<file path="config.mk">
export PLATFORM = sky130hd
export DESIGN_NAME = pwm_ramp_ctrl
export DESIGN_NICKNAME = d
export VERILOG_FILES = /design/src/rtl/pwm_ramp_ctrl.sv
export SDC_FILE = /design/constraint.sdc
export NUM_CORES = 1
export LEC_CHECK = 0
export CORE_MARGIN = 5
export CORE_UTILIZATION = 38
export CTS_BUF_LIST = sky130_fd_sc_hd__clkbuf_2
export CTS_CLUSTER_SIZE = 14
export DETAILED_ROUTE_END_ITERATION = 6
export PLACE_DENSITY = 0.66
export RECOVER_POWER = 50
export SLEW_MARGIN = 25
export SYNTH_ARGS = -nofsm -noshare
export SYNTH_HDL_FRONTEND = slang
export SYNTH_SLANG_ARGS = --single-unit
</file>
<file path="constraint.sdc">
create_clock -name i_clk -period 10.2 [get_ports i_clk]
set_input_delay 2.04 -clock i_clk [delete_from_list [all_inputs] [get_ports i_clk]]
set_output_delay 2.04 -clock i_clk [all_outputs]
set_load 0.1 [all_outputs]
</file>
<file path="src/rtl/pwm_ramp_ctrl.sv">
// pwm_ramp_ctrl: soft-start duty/frequency sequencer in front of pwm_gen.
// Define PWM_RAMP_SOFT_STOP_EN to ramp down on disable instead of zeroing at once.
module pwm_ramp_ctrl #(
  parameter int STEP_CYCLES = 256,
  parameter int CNT_W = 9
) (
  input  logic       i_clk,
  input  logic       i_rst,
  input  logic       i_en,
  input  logic       i_load,
  input  logic [3:0] i_tgt_duty,
  input  logic [1:0] i_tgt_freq,
  output logic [3:0] o_duty,
  output logic [1:0] o_freq,
  output logic       o_busy,
  output logic       o_done
);
  typedef enum logic [1:0] {IDLE, RAMP, FREQ_SW, HOLD} state_t;
  state_t r_state, w_next;
  logic [3:0] r_tgt_duty, w_wd, w_step, w_duty;
  logic [1:0] r_tgt_freq, w_freq;
  logic [CNT_W-1:0] r_cnt, w_cnt;
  logic w_fmis, w_tick, w_halt, w_busy, w_done;
`ifdef PWM_RAMP_SOFT_STOP_EN
  assign w_halt = 1'b0;
`else
  assign w_halt = !i_en;
`endif
  assign w_fmis = r_tgt_freq != o_freq;
  // A disabled or frequency-mismatched block aims for zero duty
  assign w_wd = (!i_en || w_fmis) ? 4'd0 : r_tgt_duty;
  assign w_tick = r_cnt == CNT_W'(STEP_CYCLES - 1);
  assign w_step = (!w_tick || o_duty == w_wd) ? o_duty :
                  (o_duty < w_wd) ? o_duty + 4'd1 : o_duty - 4'd1;
  always_ff @(posedge i_clk) r_state <= !i_rst ? IDLE : w_next;
  always_comb begin
    w_next = r_state;
    case (r_state)
      IDLE, HOLD: w_next = !i_en ? ((o_duty == 4'd0) ? IDLE : RAMP) :
                           (w_fmis && o_duty == 4'd0) ? FREQ_SW :
                           (o_duty != w_wd) ? RAMP : HOLD;
      RAMP:       w_next = (w_step != w_wd) ? RAMP : !i_en ? IDLE :
                           w_fmis ? FREQ_SW : HOLD;
      FREQ_SW:    w_next = !i_en ? IDLE : (r_tgt_duty != 4'd0) ? RAMP : HOLD;
      default:    w_next = IDLE;
    endcase
    if (w_halt) w_next = IDLE;
  end
  always_comb begin
    w_duty = w_halt ? 4'd0 : (r_state == RAMP) ? w_step : o_duty;
    w_freq = (r_state == FREQ_SW && i_en) ? r_tgt_freq : o_freq;
    w_cnt = (r_state == RAMP && w_next == RAMP && !w_tick) ? r_cnt + CNT_W'(1) : '0;
    w_busy = w_next == RAMP || w_next == FREQ_SW;
    w_done = w_next == HOLD && (r_state == RAMP || r_state == FREQ_SW);
  end
  always_ff @(posedge i_clk) begin
    if (!i_rst) begin
      o_duty <= 4'd0;
      o_freq <= 2'd0;
      o_busy <= 1'b0;
      o_done <= 1'b0;
      r_cnt <= '0;
      r_tgt_duty <= 4'd0;
      r_tgt_freq <= 2'd0;
    end else begin
      o_duty <= w_duty;
      o_freq <= w_freq;
      o_busy <= w_busy;
      o_done <= w_done;
      r_cnt <= w_cnt;
      if (i_load) begin
        r_tgt_duty <= (i_tgt_duty > 4'd10) ? 4'd10 : i_tgt_duty;
        r_tgt_freq <= i_tgt_freq;
      end
    end
  end
endmodule
</file>
==> flow_metrics.py <==
metrics = {
    "run_status": {
        "outcome": "complete, no violations",
    },
    "cts": {
        "htreeDepth": 1,
        "tritoncts": "yes",
        "cts-root-buf": "clkbuf_2",
        "clockBufferDepth": 2,
        "cts_made_buffers": 3,
        "numClockSinks": 25,
        "post_cts_buffers": 0,
        "hold_buffers": 0,
        "cts.repair.resized": 0,
        "clock_latency_ns": 0.38,
        "cts.clk_slew.worst_paths_ns": 0.27,
    },
    "yosys": {
        "async_flop_share": 0,
        "synth_area_mm2": 0.00158,
        "ys_ff_latch": 25,
        "synth_top_family_by_area": "simple AND/OR/NAND/NOR gates",
        "synth-edff-count": 0,
        "synthTopCellsByArea": "dfxtp_1 (32%), ha_1 (9.5%), a21oi_1 (4.7%), xnor2_1 (4.4%), nand2_1 (4.3%)",
        "ys_warn_count": 0,
        "syn_nets": 212,
        "synthCells": 189,
        "synth_top_area_frac": 0.316,
        "avgSynthCellArea_um2": 8.37,
        "synth_fa_ha_area_frac": 0.108,
        "synth_top_area_cell": "dfxtp_1",
        "synth_cell_types": 41,
        "synth_mux_area_frac": 0.0316,
        "synth_compound_area_frac": 0.118,
        "ys_seq_area_frac": 0.316,
        "synthFlopType": "dfxtp_1",
        "synth_xor_area_frac": 0.0918,
        "synth-simple-area-share": 0.297,
    },
    "die": {
        "core_mm2": 0.00403,
        "die_w_um": 74.5,
        "row_count": 23,
        "die_h_um": 74.5,
        "start_util": 0.393,
        "die-area_mm2": 0.00555,
        "num_io_pins": 18,
    },
    "setup_path": {
        "cp_data_required_time_ns": 10.53,
        "regToRegSetupSlack_ns": 5.86,
        "worstSetupPathType": "in2reg",
        "worst_setup_path_end_kind": "flop",
        "arrival_ns": 6.53,
        "crit-reg2reg-launch": "o_freq[1]",
        "r2r_cells": 18,
        "rr_endpoint": "r_cnt[7]",
        "worst_setup_path_start_kind": "primary input",
        "cp_max_fo": 11,
        "critPathCapture": "r_cnt[7]",
        "setup.worst_path.start": "i_en",
    },
    "sta": {
        "finalCriticalPeriod_ns": 6.20,
        "fin_hold_ws_ns": 0.458,
        "setup_tns_ns": 0,
        "max_freq_mhz": 161,
        "worst_slack_ns": 4.00,
        "final_max_slew_viol_count": 0,
        "hold_viol_final": 0,
        "worst_slew_pin_slew_ns": 0.977,
        "fin_skew_ns": 0.0136,
        "rsz0062_at_grt": "false",
        "fin_crit_sh": 0.608,
        "relSlewSlack": 0.346,
        "setup_violations": 0,
    },
    "global_routing": {
        "grt_pass1_wl_mm": 5.80,
        "grt_overflow": 0,
        "grt_start_max_net_pins": 17,
        "grt_pass1_vias": 1263,
        "antenna_found_initial": 0,
        "track_usage": 0.131,
    },
    "hold_path": {
        "hold_depth": 1,
        "hold_path.class": "reg2reg",
    },
    "flow_run": {
        "max_cap_viol_count": 0,
    },
    "power_and_ir_drop": {
        "power_density_mw_per_mm2": 107,
        "power_uw": 194,
        "leakage_nw": 0.711,
        "max-vdd-ir-drop_v": 0.000104,
    },
    "route": {
        "drc": 0,
        "dr.pass1.iters": 4,
        "dr_total_vias": 1333,
        "finalWirelength_mm": 3.29,
        "drtIter0Drc": 70,
        "wl_per_cell_um": 12.8,
        "antenna_left": 0,
        "viasPerCell": 5.21,
    },
    "placement": {
        "dp_hpwl_mm": 2.51,
        "post-place-ws_ns": 3.66,
        "gp_congestion": 0.883,
        "portBuffers": 17,
    },
    "layout": {
        "fill_cells": 407,
        "nets": 230,
        "diodes": 0,
        "area.growth.synth_to_final_pct": 15.3,
        "drive_gt1_frac": 0.0583,
    },
}
## registers in the layout, summed over array words and instances, names as in the netlist
name        flops
r_tgt_freq      2
o_busy          1
o_duty          4
r_tgt_duty      4
o_done          1
r_state         2
r_cnt           9
o_freq          2
## placed cells by master, fill, tap and decap left out, types with 2 or more instances in the layout
| master | instances |
|---|---|
| dfxtp_1 | 25 |
| nand2_1 | 18 |
| nor2_1 | 18 |
| a21oi_1 | 15 |
| nand3_1 | 12 |
| ha_1 | 12 |
| inv_1 | 11 |
| dlygate4sd3_1 | 10 |
| xnor2_1 | 8 |
| o21ai_0 | 7 |
| clkdlybuf4s50_1 | 7 |
| nor3_1 | 5 |
| mux2i_1 | 5 |
| and3_1 | 5 |
| nor2b_1 | 3 |
| and2_1 | 3 |
| nor3b_1 | 3 |
| nand4b_1 | 3 |
| xor2_1 | 3 |
| clkbuf_2 | 3 |
| xor2_2 | 2 |
| a311oi_1 | 2 |
| nor4_1 | 2 |
| a31oi_1 | 2 |
| nand3b_1 | 2 |
| nand2b_1 | 2 |
## how the worst min path moves through the flow
stage,slack (ns),startpoint,to
detailed placement,0.44,r_cnt[0],r_cnt[0]
global placement,0.43,r_cnt[0],r_cnt[0]
floorplan,0.41,r_cnt[0],r_cnt[0]
global route,0.49,r_cnt[0],r_cnt[0]
CTS,0.47,r_cnt[0],r_cnt[0]
finish,0.46,r_cnt[0],r_cnt[0]
## metrics by stage
| stage | std cells | utilization | area [um^2] |
|---|---|---|---|
| after global placement | 252 | 0.447 | 1800 |
| after detailed placement | 252 | 0.447 | 1800 |
| after CTS | 256 | 0.452 | 1820 |
| after global routing | 256 | 0.452 | 1820 |
| after floorplan | 189 | - | 1580 |
| final | 256 | 0.452 | 1820 |
## cells by family (layout without fill, tap and decap cells)
group                    count (synthesis)  after routing
AND/OR/NAND/NOR                         85             85
buffers and inverters                   16             33
AO/OA/AOI/OAI                           31             31
flip-flops                              25             25
multiplexers                             5              5
XOR/XNOR                                14             14
adder cells (fa/ha/maj)                 13             13
## power by group
part	switching, mW	internal, mW
Combinational	0.0275	0.0172
Clock	0.0352	0.0103
Sequential	0.00261	0.101
## layer usage
layer	wire, um	vias to the layer above	part of all wire	track usage
met1	1720	609	0.52	0.188
met4	27	0	0.0082	0.0296
met3	105	2	0.032	0.0284
met2	1430	26	0.44	0.202
met5	0	-	0	0
li1	-	696	-	-
## cell usage after synthesis, drive strengths merged (2+ instances only)
cell	number
a21oi	15
a311oi	2
a31oi	2
and2	4
and3	6
clkbuf	4
dfxtp	25
ha	12
inv	11
mux2i	5
nand2	18
nand2b	2
nand3	12
nand3b	2
nand4	2
nand4b	3
nor2	18
nor2b	3
nor3	6
nor3b	3
nor4	2
o21ai	7
xnor2	9
xor2	5
## worst max-delay path: stages
cell and delay, ns:
dlygate4sd3_1 0.79, nand2_1 0.10, nor3_1 0.27, inv_1 0.11, ha_1 0.33, nor2b_1 0.14, o211ai_1 0.23, nand2_1 0.18
inv_1 0.10, fa_1 0.44, and3_4 0.20, o2111a_1 0.22, o211a_1 0.22, a311oi_1 0.24, nand3b_1 0.15, nand3_1 0.11
ha_1 0.14, nand4b_1 0.32, nor2_1 0.19
## layout make-up
class	instances	area (um^2)	area share
inverter	12	45.0	0.0247
multi-input combinational	148	1020	0.560
tap	50	62.6	0.0343
clock inverter	1	8.76	0.00480
sequential	25	500	0.275
timing repair buffer	17	170	0.0933
clock buffer	3	15.0	0.00824
Note: power is estimated with default switching activity, not from simulation.
